<file path="config.mk">
export PLATFORM = sky130hd
export DESIGN_NAME = aes_mode
export DESIGN_NICKNAME = d
export VERILOG_FILES = /design/src/rtl/aes_mode.sv
export SDC_FILE = /design/constraint.sdc
export NUM_CORES = 2
export LEC_CHECK = 0
export BUFFER_PORTS_ARGS = -buffer_cell sky130_fd_sc_hd__buf_2
export CORE_AREA = 2 2 352 354
export CTS_CLUSTER_DIAMETER = 80
export CTS_CLUSTER_SIZE = 25
export DETAILED_ROUTE_END_ITERATION = 7
export DIE_AREA = 0 0 354 356
export HOLD_SLACK_MARGIN = 0.08
export PLACE_DENSITY = 0.45
export REMOVE_ABC_BUFFERS = 1
export SYNTH_ARGS = -nofsm -noshare
export SYNTH_HDL_FRONTEND = slang
export SYNTH_SLANG_ARGS = --single-unit
export TNS_END_PERCENT = 10
</file>
<file path="constraint.sdc">
create_clock -name clk -period 2.5 [get_ports clk]
set_input_delay 0.25 -clock clk [delete_from_list [all_inputs] [get_ports clk]]
set_output_delay 0.25 -clock clk [all_outputs]
set_load 0.03 [all_outputs]
</file>
<file path="src/rtl/aes_mode.sv">
// aes_mode: ECB/CBC block-mode wrapper driving an external AES core, one block in flight.
// Build option: define AES_MODE_CTR_EN to include CTR mode and its counter register.
`default_nettype none

module aes_mode #(
   parameter int NK    = 4,
   parameter int KW    = 32*NK,
   parameter int CTR_W = 32
) (
   input  logic           clk,
   input  logic           rst,
   input  logic           cfg_valid,
   input  logic [1:0]     cfg_mode,
   input  logic           cfg_dir,
   input  logic [KW-1:0]  cfg_key,
   input  logic [127:0]   cfg_iv,
   output logic           cfg_ready,
   input  logic           in_valid,
   output logic           in_ready,
   input  logic [127:0]   in_data,
   input  logic           in_last,
   output logic           out_valid,
   input  logic           out_ready,
   output logic [127:0]   out_data,
   output logic           out_last,
   output logic           err,
   output logic           core_enable,
   output logic [1:0]     core_func,
   output logic [KW-1:0]  core_key,
   output logic [127:0]   core_data,
   input  logic           core_ready,
   input  logic [127:0]   core_result
);

   localparam logic [1:0] MODE_ECB     = 2'd0;
   localparam logic [1:0] MODE_CBC     = 2'd1;
   localparam logic [1:0] FUNC_KEXP    = 2'd1;
   localparam logic [1:0] FUNC_CIPHER  = 2'd2;
   localparam logic [1:0] FUNC_ICIPHER = 2'd3;
`ifdef AES_MODE_CTR_EN
   localparam logic [1:0]   MODE_CTR     = 2'd2;
   localparam logic [127:0] CTR_LOW_MASK = (CTR_W >= 128) ? {128{1'b1}}
                                         : ((128'd1 << CTR_W) - 128'd1);
`endif

   generate
      if (CTR_W < 1 || CTR_W > 128) begin : g_bad_ctr_w
         $error("aes_mode: CTR_W must be within 1..128");
      end
   endgenerate

   typedef enum logic [2:0] {
      IDLE  = 3'd0,
      KEXP  = 3'd1,
      READY = 3'd2,
      BUSY  = 3'd3,
      OUT   = 3'd4
   } state_t;

   state_t         state_reg, state_next;
   logic [1:0]     mode_reg, mode_next;
   logic           dir_reg, dir_next;
   logic [KW-1:0]  key_reg, key_next;
   logic [127:0]   iv_reg, iv_next;
   logic [127:0]   chain_reg, chain_next;
   logic [127:0]   data_reg, data_next;
   logic           last_reg, last_next;
   logic [127:0]   out_data_reg, out_data_next;
   logic           out_last_reg, out_last_next;
   logic           err_reg, err_next;
`ifdef AES_MODE_CTR_EN
   logic [127:0]   ctr_reg, ctr_next;
   logic [127:0]   ctr_inc;
`endif

   logic           mode_ok;
   logic           cfg_fire;
   logic           in_fire;
   logic [1:0]     block_func;
   logic [127:0]   block_data;
   logic [127:0]   result_mix;

   // Handshake qualifiers; a pending config wins over an input block in READY.
   assign cfg_ready = (state_reg == IDLE) || (state_reg == READY);
   assign cfg_fire  = cfg_valid && cfg_ready;
   assign in_ready  = (state_reg == READY) && !cfg_valid;
   assign in_fire   = in_valid && in_ready;
   assign out_valid = (state_reg == OUT);
   assign out_data  = out_data_reg;
   assign out_last  = out_last_reg;
   assign err       = err_reg;

   always_comb begin
      mode_ok = (cfg_mode == MODE_ECB) || (cfg_mode == MODE_CBC);
`ifdef AES_MODE_CTR_EN
      if (cfg_mode == MODE_CTR) mode_ok = 1'b1;
`endif
   end

`ifdef AES_MODE_CTR_EN
   // Only the low CTR_W bits count; the carry out of that field is dropped.
   assign ctr_inc = (ctr_reg & ~CTR_LOW_MASK) | ((ctr_reg + 128'd1) & CTR_LOW_MASK);
`endif

   // Core request contents for the block being accepted this cycle.
   always_comb begin
      block_func = dir_reg ? FUNC_ICIPHER : FUNC_CIPHER;
      block_data = in_data;
      if (mode_reg == MODE_CBC && !dir_reg) begin
         block_data = in_data ^ chain_reg;
      end
`ifdef AES_MODE_CTR_EN
      if (mode_reg == MODE_CTR) begin
         block_func = FUNC_CIPHER;
         block_data = ctr_reg;
      end
`endif
   end

   // Post-processing of the core result into the output block.
   always_comb begin
      result_mix = core_result;
      if (mode_reg == MODE_CBC && dir_reg) begin
         result_mix = core_result ^ chain_reg;
      end
`ifdef AES_MODE_CTR_EN
      if (mode_reg == MODE_CTR) begin
         result_mix = core_result ^ data_reg;
      end
`endif
   end

   always_comb begin
      core_enable = 1'b0;
      core_func   = 2'd0;
      core_key    = '0;
      core_data   = '0;
      if (state_reg == KEXP) begin
         core_enable = 1'b1;
         core_func   = FUNC_KEXP;
         core_key    = key_reg;
      end else if (in_fire) begin
         core_enable = 1'b1;
         core_func   = block_func;
         core_key    = key_reg;
         core_data   = block_data;
      end
   end

   always_comb begin
      state_next    = state_reg;
      mode_next     = mode_reg;
      dir_next      = dir_reg;
      key_next      = key_reg;
      iv_next       = iv_reg;
      chain_next    = chain_reg;
      data_next     = data_reg;
      last_next     = last_reg;
      out_data_next = out_data_reg;
      out_last_next = out_last_reg;
      err_next      = 1'b0;
`ifdef AES_MODE_CTR_EN
      ctr_next      = ctr_reg;
`endif
      case (state_reg)
         IDLE, READY: begin
            if (cfg_fire) begin
               if (mode_ok) begin
                  mode_next  = cfg_mode;
                  dir_next   = cfg_dir;
                  key_next   = cfg_key;
                  iv_next    = cfg_iv;
                  chain_next = cfg_iv;
`ifdef AES_MODE_CTR_EN
                  ctr_next   = cfg_iv;
`endif
                  state_next = KEXP;
               end else begin
                  err_next = 1'b1;
               end
            end else if (in_fire) begin
               data_next  = in_data;
               last_next  = in_last;
               state_next = BUSY;
            end
         end
         KEXP: begin
            state_next = READY;
         end
         BUSY: begin
            if (core_ready) begin
               out_data_next = result_mix;
               out_last_next = last_reg;
               state_next    = OUT;
               if (mode_reg == MODE_CBC) begin
                  chain_next = dir_reg ? data_reg : core_result;
               end
`ifdef AES_MODE_CTR_EN
               if (mode_reg == MODE_CTR) begin
                  ctr_next = ctr_inc;
               end
`endif
            end
         end
         OUT: begin
            if (out_ready) begin
               state_next = READY;
               // A finished message restarts chaining from the configured IV.
               if (out_last_reg) begin
                  chain_next = iv_reg;
`ifdef AES_MODE_CTR_EN
                  ctr_next   = iv_reg;
`endif
               end
            end
         end
         default: begin
            state_next = IDLE;
         end
      endcase
   end

   always_ff @(posedge clk) begin
      if (!rst) begin
         state_reg    <= IDLE;
         mode_reg     <= '0;
         dir_reg      <= 1'b0;
         key_reg      <= '0;
         iv_reg       <= '0;
         chain_reg    <= '0;
         data_reg     <= '0;
         last_reg     <= 1'b0;
         out_data_reg <= '0;
         out_last_reg <= 1'b0;
         err_reg      <= 1'b0;
`ifdef AES_MODE_CTR_EN
         ctr_reg      <= '0;
`endif
      end else begin
         state_reg    <= state_next;
         mode_reg     <= mode_next;
         dir_reg      <= dir_next;
         key_reg      <= key_next;
         iv_reg       <= iv_next;
         chain_reg    <= chain_next;
         data_reg     <= data_next;
         last_reg     <= last_next;
         out_data_reg <= out_data_next;
         out_last_reg <= out_last_next;
         err_reg      <= err_next;
`ifdef AES_MODE_CTR_EN
         ctr_reg      <= ctr_next;
`endif
      end
   end

endmodule

`default_nettype wire

</file>
# --- Word level (Yosys, flattened, before mapping) ---
# Index checks and enable logic that the tools add are counted.
classes:
  addsub: 0
  mul: 0
  div_mod_pow: 0
  n_lt_le_gt_ge: 0
  eq_ne: 14
  shifts: 0
  muxes: 26
  bitwise: 3
  reduce_logical: 19
ops:
  columns: ["operator", "n"]
  rows:
  - ["$mux W128", 13]
  - ["$pmux W128 S3", 1]
  - ["$xor A128 B128 Y128", 2]
  - ["$mux W3", 5]
  - ["$pmux W3 S4", 1]
  - ["$reduce_and A3 Y1", 3]
  - ["$ne A2 B2 Y1 const B", 4]
  - ["$reduce_and A7 Y1", 1]
  - ["$eq A3 B2 Y1 const B", 2]
  - ["$ne A3 B3 Y1 const B", 2]
  - ["$logic_and A1 B1 Y1", 5]
  - ["$eq A2 B1 Y1 const B", 2]
  - ["$mux W1", 4]
  - ["$mux W2", 2]
  - ["$ne A2 B1 Y1 const B", 2]
  - ["$reduce_and A4 Y1", 1]
  - ["$eq A3 B1 Y1 const B", 1]
  - ["$eq A3 B3 Y1 const B", 1]
  - ["$logic_not A3 Y1", 1]
  - ["$reduce_bool A3 Y1", 1]
  - ["$logic_not A1 Y1", 2]
  - ["$logic_not A2 Y1", 1]
  - ["$logic_or A1 B1 Y1", 2]
  - ["$reduce_and A2 Y1", 1]
  - ["other kinds (2)", 2]
word_totals:
  register_bits: 649
  latch_bits: 0
  ram_bits: 0
  mem_bits_ro: 0
  input_bits: 522
  output_inout_bits: 392
  word_cells: 73
  mem_count: 0

# --- Longest topological paths before layout ---
logic_depth:
  ltp_word: 6
  mapped_depth: 8

# --- Least setup slack after synthesis ---
# OpenSTA, ideal clock, no wires.
synth_path:
  path_type: "reg2out"
  from: "reg state_reg[2]"
  to: "out core_func[0]"
  arrival_ns: 1.984
  path_slack_ns: 0.266
  stages_incl_launch_ff: 8
  n_path_buf: 1
  path_cell_list: "dfxtp_1 -> or2_1 -> inv_2 -> nand4_2 -> inv_2 -> clkbuf_1 -> nand2_1 -> o21ai_0"
synth_between:
  elab_chain_cells: 5
synth_lines:
  columns: ["element", "line_no", "rtl"]
  rows:
  - ["start: declaration", "60", "state_t state_reg, state_next;"]
  - ["start signal: assignment", "240", "state_reg <= state_next;"]
  - ["$eq A3 B2 Y1", "86", "assign in_ready = (state_reg == READY) && !cfg_valid;"]
  - ["$logic_and A1 B1 Y1", "86", null]
  - ["$logic_and A1 B1 Y1", "87", "assign in_fire = in_valid && in_ready;"]
  - ["$mux W2", "142", "end else if (in_fire) begin"]
  - ["$mux W2 *", "138", "if (state_reg == KEXP) begin"]
  - ["end: declaration", "28", "output logic [1:0] core_func,"]
# Every way passes the cells marked *; elsewhere a longest branch is shown, timed or not.

# --- Final worst setup path ---
layout_path:
  from: "reg state_reg[2]"
  to: "out core_key[111]"
layout_between:
  elab_chain_cells: 5
layout_lines:
  columns: ["element", "line_no", "rtl"]
  rows:
  - ["$eq A3 B2 Y1", "86", null]
  - ["$logic_and A1 B1 Y1", "86", null]
  - ["$logic_and A1 B1 Y1", "87", null]
  - ["$mux W128", "142", null]
  - ["$mux W128 *", "138", null]
  - ["end: declaration", "29", "output logic [KW-1:0] core_key,"]
# Marked as above.

==> summary.txt <==
Status
  • Status: finished with violations
  • Failing checks: setup timing

Yosys
  • Largest family of logic cells by synthesized area: simple AND/OR/NAND/NOR gates
  • Synth Area in Simple Gates: 0.218
  • Cell count after synthesis: ~3.9k
  • Post-synth EDFFs: 0
  • Post-synthesis xor/xnor area fraction: 0.0707
  • Mean Syn Cell Area: 8.17 sq um
  • Library cells used by synthesis: 39
  • Adder-Cell Fraction of Synth Area: 0
  • Mux cell area share after synthesis: 0.0407
  • Area fraction in compound gates after synthesis: 0.210
  • #FFs+latches synth: 649
  • Synthesized area: between 30000 and 40000 sq um
  • Post-synth ARST share: 0
  • Most common flop cell mapped by yosys: dfxtp_1
  • Seq/Total Area, Yosys: 0.410
  • Yosys warnings: 0

Power and ir drop
  • Flop pwr share: 0.456
  • Net Sw Frac: 0.303
  • Static leakage: about 18 nW
  • Total power: ~24 mW
  • Switching Power: about 7.4 mW
  • Combinational share of power: 0.174
  • Clock power share: 0.370
  • Int Pwr: around 17 mW
  • Peak supply drop: around 0.00033 V
  • Pwr/cell area: 509 nW/um^2

Drt
  • Via Count: approximately 33k
  • Initial DRC count: approximately 2.2k
  • Drt pass-1 iters: 6
  • Drt total wl: 145 mm
  • Vias per std cell: 4.84
  • WL/cell: 21.2 um
  • Residual DRC: 0
  • Post-route ant nets: 0

Min path
  • Worst Hold Class: input pin to register
  • Hold path cells: 3

Setup path
  • CP endpoint kind: output port
  • Worst-path cell chain: or2_4 -> inv_4 -> nand4_4 -> o21ai_4 -> buf_12 -> buf_12 -> buf_16 -> and2_4 -> buf_6
  • Max incr delay on CP: about 0.36 ns
  • Worst Reg-to-Reg Cells: 6
  • WS Path Type: register to output port
  • Critical path's slowest cell: dfxtp_4
  • Cell mode on critical path: buf_12
  • Worst path arrival time: between 2 and 2.5 ns
  • Total stage count of the critical path: 9
  • CP Data Required Time: ~2.3 ns
  • Buffers & Inverters on Critical Path: 5
  • CP Max Fanout: 11
  • Startpoint types: register
  • CP top delay family: buffers and inverters

STA
  • Max-slew violations: 0
  • Worst Max-Slew Pin Slew: roughly 1.2 ns
  • Final setup viols: between 150 and 200
  • Highest achievable clock rate: roughly 0.38 GHz
  • Setup Skew: roughly 0.041 ns
  • RSZ-0062 raised after global routing: yes
  • Minimum clock period: ~2.6 ns
  • Period Utilization, post-route: 1.04
  • Hold slack: about 0.12 ns
  • Rel. slew slack: 0.192
  • Final worst slack: -0.103 ns
  • Hold Violations, Final: 0

GRT
  • Largest net degree at the start of global routing: 130
  • Gr ovfl total: 0
  • Vias in the first global route: between 30k and 40k
  • GRT Util Overall: 0.217
  • First-pass GRT wire length: 211 mm
  • Antenna violations before repair: 25

Clock tree
  • CTS HTree Levels: 2
  • Clock Sinks: approximately 650
  • Skew-Pair Late Insertion Delay: between 0.6 and 0.7 ns
  • Num CTS Buffers: between 40 and 50
  • Worst-path clk slew: around 0.090 ns
  • CTS Buffer Depth: 3
  • CTS tree: built
  • CTS Root Cell: clkbuf_16

Placement
  • Post-DP HPWL: between 90 and 100 mm
  • Buffers on Ports: roughly 910
  • GPL Wtd Cong: slightly above 0.8
  • Inst Count DP: 6176

Finish
  • Share of cells above drive strength 1: 0.286
  • Area Overhead vs Synth: 51.1%
  • Nets@finish: 5673
  • Post-route core utilization: 0.391
  • Number of fill cells: 12.6k
  • Post-route insts no fill: just under 7k

Floorplanning
  • Die footprint: between 100000 and 150000 sq um
  • Die height: 356 um
  • Die W: between 300 and 400 um
  • Core Area: around 120000 sq um
  • Site Rows: approximately 130
  • Initial Util: 0.258
  • Number of I/O pins: 914

Job
  • Max Cap Viol: 0
-- area by class of cell --
cell class	count	area (sq um)	share of cell area
Multi-Input combinational cell	2859	17700	0.369
Tap cell	1637	2050	0.0428
Sequential cell	649	13000	0.272
Timing Repair Buffer	1588	13400	0.279
Clock inverter	36	475	0.00993
Antenna cell	11	27.5	0.000575
Inverter	5	41.3	0.000862
Clock buffer	52	1260	0.0263
-- metal layers --
layer | up-vias | share of wire | global-route usage | wire [um]
li1 | 15818 | - | - | -
met1 | 15957 | 0.43 | 0.273 | 61700
met3 | 195 | 0.056 | 0.0373 | 8110
met5 | - | 0.0010 | 0 | 146
met4 | 22 | 0.027 | 0.0564 | 3940
met2 | 1068 | 0.49 | 0.381 | 70800
-- stage by stage --
stage | setup slack, ns | area [sq um] | TNS, ns
global placement | 0.0664 | 38400 | 0
global route | -0.185 | 47900 | -30.23
detailed placement | 0.0275 | 38400 | 0
CTS | -0.167 | 47300 | -24.21
floorplan | -15.06 | 30100 | -9685.34
finish | -0.103 | 47900 | -7.46
-- repair_timing --
action                     4_1_cts  5_1_grt
gates cloned                    10        7
setup buffers                   22        6
setup endpoints to repair      260      262
pin swaps                       25       59
hold endpoints to repair       645        0
resized for setup              481      117
hold buffers                   518        0
-- cells in the final DEF, fill, tap and decap left out, drive strengths merged, types with 2 or more instances in the layout --
cell type / instances
bufinv: 3
dfxtp: 649
nand4b: 128
o21ai: 2
and2: 131
buf: 1065
and3: 3
mux2i: 129
xor2: 256
clkbuf: 57
clkinvlp: 3
dlygate4sd3: 518
a221oi: 128
nand2: 904
inv: 20
nand3b: 4
clkinv: 15
a211oi: 256
a21oi: 515
nor2: 388
diode: 11
-- synth_stat cells, types with 2 or more instances --
cell	instances	area, sq um
nand4b_1	128	1120
nor2_1	388	1460
a221oi_2	60	901
inv_2	3	11.3
dfxtp_1	649	13000
a211oi_1	136	1020
a211oi_2	120	1500
nand2_1	904	3390
mux2i_1	129	1290
a21oi_1	515	2580
buf_4	17	128
a221oi_1	68	596
xor2_1	256	2240
and3_1	3	18.8
buf_6	2	22.5
clkbuf_1	241	905
buf_2	96	480
nand3b_1	4	30.0
and2_1	131	820
buf_1	12	45.0
-- cell families after synthesis --
group           after synthesis
flops                       649
simple gates               1567
mux                         129
compound gates              907
buf+inv                     373
xor+xnor                    256
-- worst reg2reg max path: stages, from the launching register on --
cell and delay (ns):
dfxtp_4 0.36, buf_4 0.14, and3b_1 0.28, a2bb2oi_4 0.53
buf_6 0.49, a21oi_1 0.23, a211oi_1 0.25
-- power groups by stage --
stage          Combinational (mW)  Sequential (mW)  Clock [mW]
5_1_grt                      4.55             11.1        9.63
6_report                     4.24             11.1        9.02
4_1_cts                      4.17             11.1        9.30
3_5_place_dp                 3.24             11.3           0
3_3_place_gp                 3.24             11.3           0
2_1_floorplan                1.89             11.3           0
-- worst paths after layout --
| check | from | slack (ns) | endpoint |
|---|---|---|---|
| setup / recovery | state_reg[2] | -0.10 | core_key[111] |
| hold / removal | core_result[111] | 0.12 | out_data[111] |
| setup reg to reg | state_reg[0] | 0.12 | chain_reg[1] |
| hold reg to reg | key_reg[75] | 0.45 | key_reg[75] |
No activity file was read; power rests on OpenSTA's default activity.
